===== src/rtl/vy_hakem.sv =====
// vy_hakem: round-robin arbiter sharing the vy_denetleyici block channel
// between the L1 instruction cache (port B) and L1 data cache (port V).
module vy_hakem #(
   parameter int ADRES_BIT = 32,
   parameter int BLOK_BIT  = 128
) (
   input  logic                 clk_i,
   input  logic                 rst_i,

   input  logic [ADRES_BIT-1:0] l1b_istek_adres_i,
   input  logic [BLOK_BIT-1:0]  l1b_istek_veri_i,
   input  logic                 l1b_istek_yaz_i,
   input  logic                 l1b_istek_gecerli_i,
   output logic                 l1b_istek_hazir_o,
   output logic [BLOK_BIT-1:0]  l1b_veri_o,
   output logic                 l1b_veri_gecerli_o,
   input  logic                 l1b_veri_hazir_i,

   input  logic [ADRES_BIT-1:0] l1v_istek_adres_i,
   input  logic [BLOK_BIT-1:0]  l1v_istek_veri_i,
   input  logic                 l1v_istek_yaz_i,
   input  logic                 l1v_istek_gecerli_i,
   output logic                 l1v_istek_hazir_o,
   output logic [BLOK_BIT-1:0]  l1v_veri_o,
   output logic                 l1v_veri_gecerli_o,
   input  logic                 l1v_veri_hazir_i,

   output logic [ADRES_BIT-1:0] vy_istek_adres_o,
   output logic [BLOK_BIT-1:0]  vy_istek_veri_o,
   output logic                 vy_istek_yaz_o,
   output logic                 vy_istek_gecerli_o,
   input  logic                 vy_istek_hazir_i,
   input  logic [BLOK_BIT-1:0]  vy_veri_i,
   input  logic                 vy_veri_gecerli_i,
   output logic                 vy_veri_hazir_o
);

   typedef enum logic [1:0] {
      BOSTA,
      ISTEK,
      YANIT
   } durum_t;

   localparam logic PORT_B = 1'b0;
   localparam logic PORT_V = 1'b1;

   durum_t                durum_q, durum_d;
   logic                  sahip_q, sahip_d;
   logic                  son_q, son_d;
   logic [ADRES_BIT-1:0]  adres_q, adres_d;
   logic [BLOK_BIT-1:0]   veri_q, veri_d;
   logic                  yaz_q, yaz_d;
   logic                  gecerli_q, gecerli_d;

   logic                  bosta;
   logic                  yanit;
   logic                  b_hazir;
   logic                  v_hazir;
   logic                  b_el;
   logic                  v_el;
   logic                  sahip_hazir;

   // Grant eligibility and handshake detection; last winner yields ties.
   always_comb begin
      bosta       = (durum_q == BOSTA) && !rst_i;
      yanit       = (durum_q == YANIT) && !rst_i;
      b_hazir     = bosta &&
                    (!l1v_istek_gecerli_i || son_q == PORT_V);
      v_hazir     = bosta &&
                    (!l1b_istek_gecerli_i || son_q == PORT_B);
      b_el        = l1b_istek_gecerli_i && b_hazir;
      v_el        = l1v_istek_gecerli_i && v_hazir;
      sahip_hazir = (sahip_q == PORT_V) ? l1v_veri_hazir_i
                                        : l1b_veri_hazir_i;
   end

   // State and request registers; reset leaves B favoured for first tie.
   always_ff @(posedge clk_i or posedge rst_i) begin
      if (rst_i) begin
         durum_q   <= BOSTA;
         sahip_q   <= PORT_B;
         son_q     <= PORT_V;
         adres_q   <= '0;
         veri_q    <= '0;
         yaz_q     <= 1'b0;
         gecerli_q <= 1'b0;
      end else begin
         durum_q   <= durum_d;
         sahip_q   <= sahip_d;
         son_q     <= son_d;
         adres_q   <= adres_d;
         veri_q    <= veri_d;
         yaz_q     <= yaz_d;
         gecerli_q <= gecerli_d;
      end
   end

   // Next-state logic: grant, forward downstream, then await the block.
   always_comb begin
      durum_d   = durum_q;
      sahip_d   = sahip_q;
      son_d     = son_q;
      adres_d   = adres_q;
      veri_d    = veri_q;
      yaz_d     = yaz_q;
      gecerli_d = gecerli_q;
      unique case (durum_q)
         BOSTA: begin
            if (b_el) begin
               adres_d   = l1b_istek_adres_i;
               veri_d    = l1b_istek_veri_i;
               yaz_d     = l1b_istek_yaz_i;
               gecerli_d = 1'b1;
               sahip_d   = PORT_B;
               son_d     = PORT_B;
               durum_d   = ISTEK;
            end else if (v_el) begin
               adres_d   = l1v_istek_adres_i;
               veri_d    = l1v_istek_veri_i;
               yaz_d     = l1v_istek_yaz_i;
               gecerli_d = 1'b1;
               sahip_d   = PORT_V;
               son_d     = PORT_V;
               durum_d   = ISTEK;
            end
         end
         ISTEK: begin
            if (gecerli_q && vy_istek_hazir_i) begin
               gecerli_d = 1'b0;
               durum_d   = yaz_q ? BOSTA : YANIT;
            end
         end
         YANIT: begin
            if (vy_veri_gecerli_i && sahip_hazir) begin
               durum_d = BOSTA;
            end
         end
         default: begin
            durum_d   = BOSTA;
            gecerli_d = 1'b0;
         end
      endcase
   end

   // Output steering: requests from registers, responses to the owner only.
   always_comb begin
      l1b_istek_hazir_o  = b_hazir;
      l1v_istek_hazir_o  = v_hazir;
      vy_istek_adres_o   = adres_q;
      vy_istek_veri_o    = veri_q;
      vy_istek_yaz_o     = yaz_q;
      vy_istek_gecerli_o = gecerli_q;
      l1b_veri_o         = '0;
      l1v_veri_o         = '0;
      l1b_veri_gecerli_o = 1'b0;
      l1v_veri_gecerli_o = 1'b0;
      vy_veri_hazir_o    = 1'b0;
      if (yanit) begin
         vy_veri_hazir_o = sahip_hazir;
         if (sahip_q == PORT_V) begin
            l1v_veri_o         = vy_veri_i;
            l1v_veri_gecerli_o = vy_veri_gecerli_i;
         end else begin
            l1b_veri_o         = vy_veri_i;
            l1b_veri_gecerli_o = vy_veri_gecerli_i;
         end
      end
   end

endmodule


===== config.mk =====
export PLATFORM = sky130hd
export DESIGN_NAME = vy_hakem
export DESIGN_NICKNAME = d
export VERILOG_FILES = /design/src/rtl/vy_hakem.sv
export SDC_FILE = /design/constraint.sdc
export NUM_CORES = 1
export LEC_CHECK = 0
export ABC_AREA = 1
export CAP_MARGIN = 25
export CORE_AREA = 2 2 340 342
export CTS_BUF_LIST = sky130_fd_sc_hd__clkbuf_2
export DETAILED_ROUTE_END_ITERATION = 6
export DIE_AREA = 0 0 342 344
export DONT_BUFFER_PORTS = 1
export GPL_TIMING_DRIVEN = 0
export MAX_ROUTING_LAYER = met4
export PLACE_DENSITY = 0.3
export SLEW_MARGIN = 10
export SYNTH_ARGS = -nofsm -noshare
export SYNTH_HDL_FRONTEND = slang
export SYNTH_SLANG_ARGS = --single-unit

===== constraint.sdc =====
create_clock -name clk_i -period 3.7 [get_ports clk_i]
set_clock_uncertainty 0.2 [all_clocks]
set_input_delay 0.185 -clock clk_i [delete_from_list [all_inputs] [get_ports clk_i]]
set_output_delay 0.185 -clock clk_i [all_outputs]
set_load 0.1 [all_outputs]

==> qor.yml, run 1 <==
fp.dieW_um: 342
initial_core_util_pct: 9.64
synth_top_family_by_area: "simple AND/OR/NAND/NOR gates"
gp_routability_congestion: 0.972
synth-simple-area-share_pct: 40.9
numCtsBuffers: 17
synthDominantCellAreaShare_pct: 37.6
tool.error: "[ERROR RSZ-0060] Max buffer count reached."
muxShareOfSynthArea_pct: 0
dp_slack_ns: -0.207
dpl.hpwl_um: 75700
die_h_um: 344
yosys_warnings: 0
synth_seq_cells: 166
synth_area_um2: 11000
cts.sinks: 166
synthTopCellsByArea: "dfrtp_1 38%, nand2_1 17%, inv_1 16%, nand3_1 15%, nor2_1 8.9%"
ioPinCount: 881
io_buffer_count: 0
yosysSeqAreaShare_pct: 37.8
lastStage: "clock tree synthesis (4_1_cts)"
synth_area_per_cell_um2: 6.00
hold_buffers: 696
post_cts_buffers: 3
status: "stopped before the end"
synth_compound_area_share_pct: 0.365
yosysUniqueCellTypes: 19
synth_fa_ha_area_share_pct: 0
synth_cells: 1831
clockBufferDepth: 2
syn-num-nets: 2289
rows: 124
htree_levels: 4
cts_root_buf: "clkbuf_2"
synth_xor_area_share_pct: 0
ctsResizeCount: 203
synth_top_area_cell: "dfrtp_1"
==> stage by stage <==
step | cell area [um^2] | std cells
after floorplan | 11000 | 1831
after global placement | 12900 | 3343
after detailed placement | 16000 | 3436
==> synthesized netlist by cell type <==
library cell / n
a21oi_1: 2
buf_1: 2
nand2_1: 493
clkbuf_1: 43
nand3_1: 323
inv_2: 2
inv_1: 457
nor2_4: 1
nor2_1: 261
o21ai_0: 6
dfrtp_1: 165
nand2_2: 1
nand4_2: 1
nand3b_1: 1
nor2_2: 2
buf_2: 52
buf_4: 17
dfstp_2: 1
buf_6: 1
==> logic make-up after synthesis <==
family / count (synthesis)
AO/OA/AOI/OAI: 8
buffers and inverters: 574
flip-flops: 166
AND/OR/NAND/NOR: 1083
==> inputs of run 2 (changes only) <==
- CORE_AREA: 2 2 340 342 -> 2 2 345 347
- CTS_BUF_LIST: sky130_fd_sc_hd__clkbuf_2 -> default
- DIE_AREA: 0 0 342 344 -> 0 0 347 349
- MAX_ROUTING_LAYER: met4 -> default
- PLACE_DENSITY: 0.3 -> default
- PLACE_DENSITY_LB_ADDON: default -> 0.15
==> qor.yml, run 2 <==
die_h_um: 349
async_reset_ff_share_pct: 100
r2r_slack_ns: 0.27
synth_top_area_cell: "dfrtp_1"
synthFlopType: "dfrtp_1"
gp_routability_congestion: 0.870
status: "completed"
clkLatencyLatePin_ns: 0.49
final_max_slew_viol_count: 0
critPathKind: "reg2out"
cap_violations: 0
wl_um: 86700
drtIter0Drc: 713
regArea_um2: 4160
reg2reg_from: "durum_q[0]"
coreArea_um2: 117000
finalSetupViolCount: 0
fin_crit_sh_pct: 95.9
final_common_cell: "nand2_1"
layout-drive-gt1-share_pct: 19.8
syn-num-nets: 2289
largest_register_ffs: 128
critPathMaxFanout: 10
startpoint: "durum_q[0]"
die-area_um2: 121000
grt_max_degree: 92
clockBufferDepth: 2
htree_levels: 4
reg2reg_depth: 8
worstPathRequired_ns: 3.31
ioPinCount: 881
fmax_mhz: 282
io_buffer_count: 0
hold_path_depth: 4
synth_commonest_cells: "493 x nand2_1, 457 x inv_1, 323 x nand3_1, 261 x nor2_1, 165 x dfrtp_1"
synth_most_common_cell: "nand2_1"
worstReg2RegEnd: "vy_istek_veri_o[78]"
post_cts_buffers: 0
rows: 126
synthTopCellsByArea: "dfrtp_1 38%, nand2_1 17%, inv_1 16%, nand3_1 15%, nor2_1 8.9%"
clk_pin_slew_worst_paths_ns: 0.09
fin_setup_tns_ns: 0
vias_per_cell: 3.49
dp_slack_ns: 0.488
hold_viol: 0
wire_per_inst_um: 22.7
cts_tree: "done"
crit_path_end: "l1b_veri_o[102]"
numCtsBuffers: 17
grtUsageTotal_pct: 13.8
cts.sinks: 166
dpl.hpwl_um: 72300
area_growth_syn_to_layout_pct: 78.0
first_pass_iters: 5
synth_cells: 1831
place_inst: 3445
cts_root_buf: "clkbuf_16"
final_nets: 2716
final_antenna_net_count: 0
rsz0062_at_grt: "yes"
mostFrequentLayoutCells: "493 x nand2_1, 457 x inv_1, 327 x dlygate4sd3_1"
yosys_warnings: 0
fp.dieW_um: 347
min_period_ns: 3.55
synth_area_per_cell_um2: 6.00
layout_setup_ws_ns: 0.151
initial_core_util_pct: 9.35
synthDominantCellAreaShare_pct: 37.6
relSlewSlack_pct: 25.2
end_kind: "output pin"
peakVddDrop_mv: 0.457
finalPower_mw: 16.2
vias: 13300
holdWs_ns: 0.0132
drcViolationCount: 0
hold_path_class: "in2reg"
yosysSeqAreaShare_pct: 37.8
grt.overflow.total: 0
p_leak_nw: 9.55
fillers: 13500
first_global_vias: 13700
synth_seq_cells: 166
crit_arrival_ns: 3.16
start_kind: "flop"
synth_edf_count: 0
yosysUniqueCellTypes: 19
grt_pass1_wl_um: 115000
antenna_found_initial: 22
multi_input_area_um2: 5270
tightest_slew_ns: 1.12
instances_no_fill: 3815
synth_area_um2: 11000
power_density_nw_per_um2: 830
run 2: cells by family (layout without fill, tap and decap cells):
kind of cell    count (synthesis)  count (layout)  synth area share (%)
compound gates                  8               8                 0.365
buf+inv                       574            1014                  20.9
flops                         166             166                  37.8
other cells                     0               8                     0
simple gates                 1083            1083                  40.9
run 2: stage by stage:
step,utilization [%],instance area [um^2]
after floorplan,-,11000
after global placement,11.0,12900
after detailed placement,13.3,15600
after CTS,16.6,19500
after global routing,16.6,19500
final,16.6,19500
run 2: how the worst min path moves through the flow:
stage	slack (ns)	to	from
6_report	0.01	vy_istek_veri_o[33]	l1b_istek_veri_i[33]
4_1_cts	0.05	vy_istek_veri_o[33]	l1b_istek_veri_i[33]
2_1_floorplan	0.12	son_q	l1v_istek_gecerli_i
5_1_grt	0.07	vy_istek_veri_o[33]	l1b_istek_veri_i[33]
3_3_place_gp	0.21	durum_q[0]	vy_istek_hazir_i
3_5_place_dp	-0.12	durum_q[1]	rst_i
run 2: layer usage:
layer / global-route usage (%) / vias to the layer above / share of wire (%)
met5: 0 / - / 0.047
met4: 4.94 / 6 / 3.4
met3: 3.77 / 125 / 6.2
met2: 26.3 / 629 / 54
met1: 14.3 / 6395 / 37
li1: - / 6157 / -
run 2: where the power goes:
group          internal (mW)  total, mW  leakage (nW)  switching [mW]
Sequential              2.53       9.40          2.05            6.87
Clock                  0.880       1.84         0.255           0.956
Combinational           1.63       4.98          7.24            3.35
run 2: cell type report:
cell class,count,area share [%]
timing repair buffer,408,27.3
multi-input combinational,1091,27.0
sequential,166,21.3
tap,1536,9.83
inverter,459,8.88
buffer,115,2.92
clock buffer,18,2.25
clock inverter,14,0.518
antenna,8,0.102
run 2: what timing repair did:
item | in CTS | in global routing
hold endpoints to repair | 332 | 0
resized for setup | 8 | 0
setup endpoints to repair | 20 | 3
hold buffers | 328 | 0
run 2: critical path, stage by stage (launching register included):
cell and delay [ns]:
dfrtp_1 0.42, nor2_1 0.19, nand2_1 0.10, inv_1 0.17
nand2_1 0.13, clkbuf_1 0.37, buf_2 0.39, nor2_2 0.87
Power figures use the tool's default switching activity.
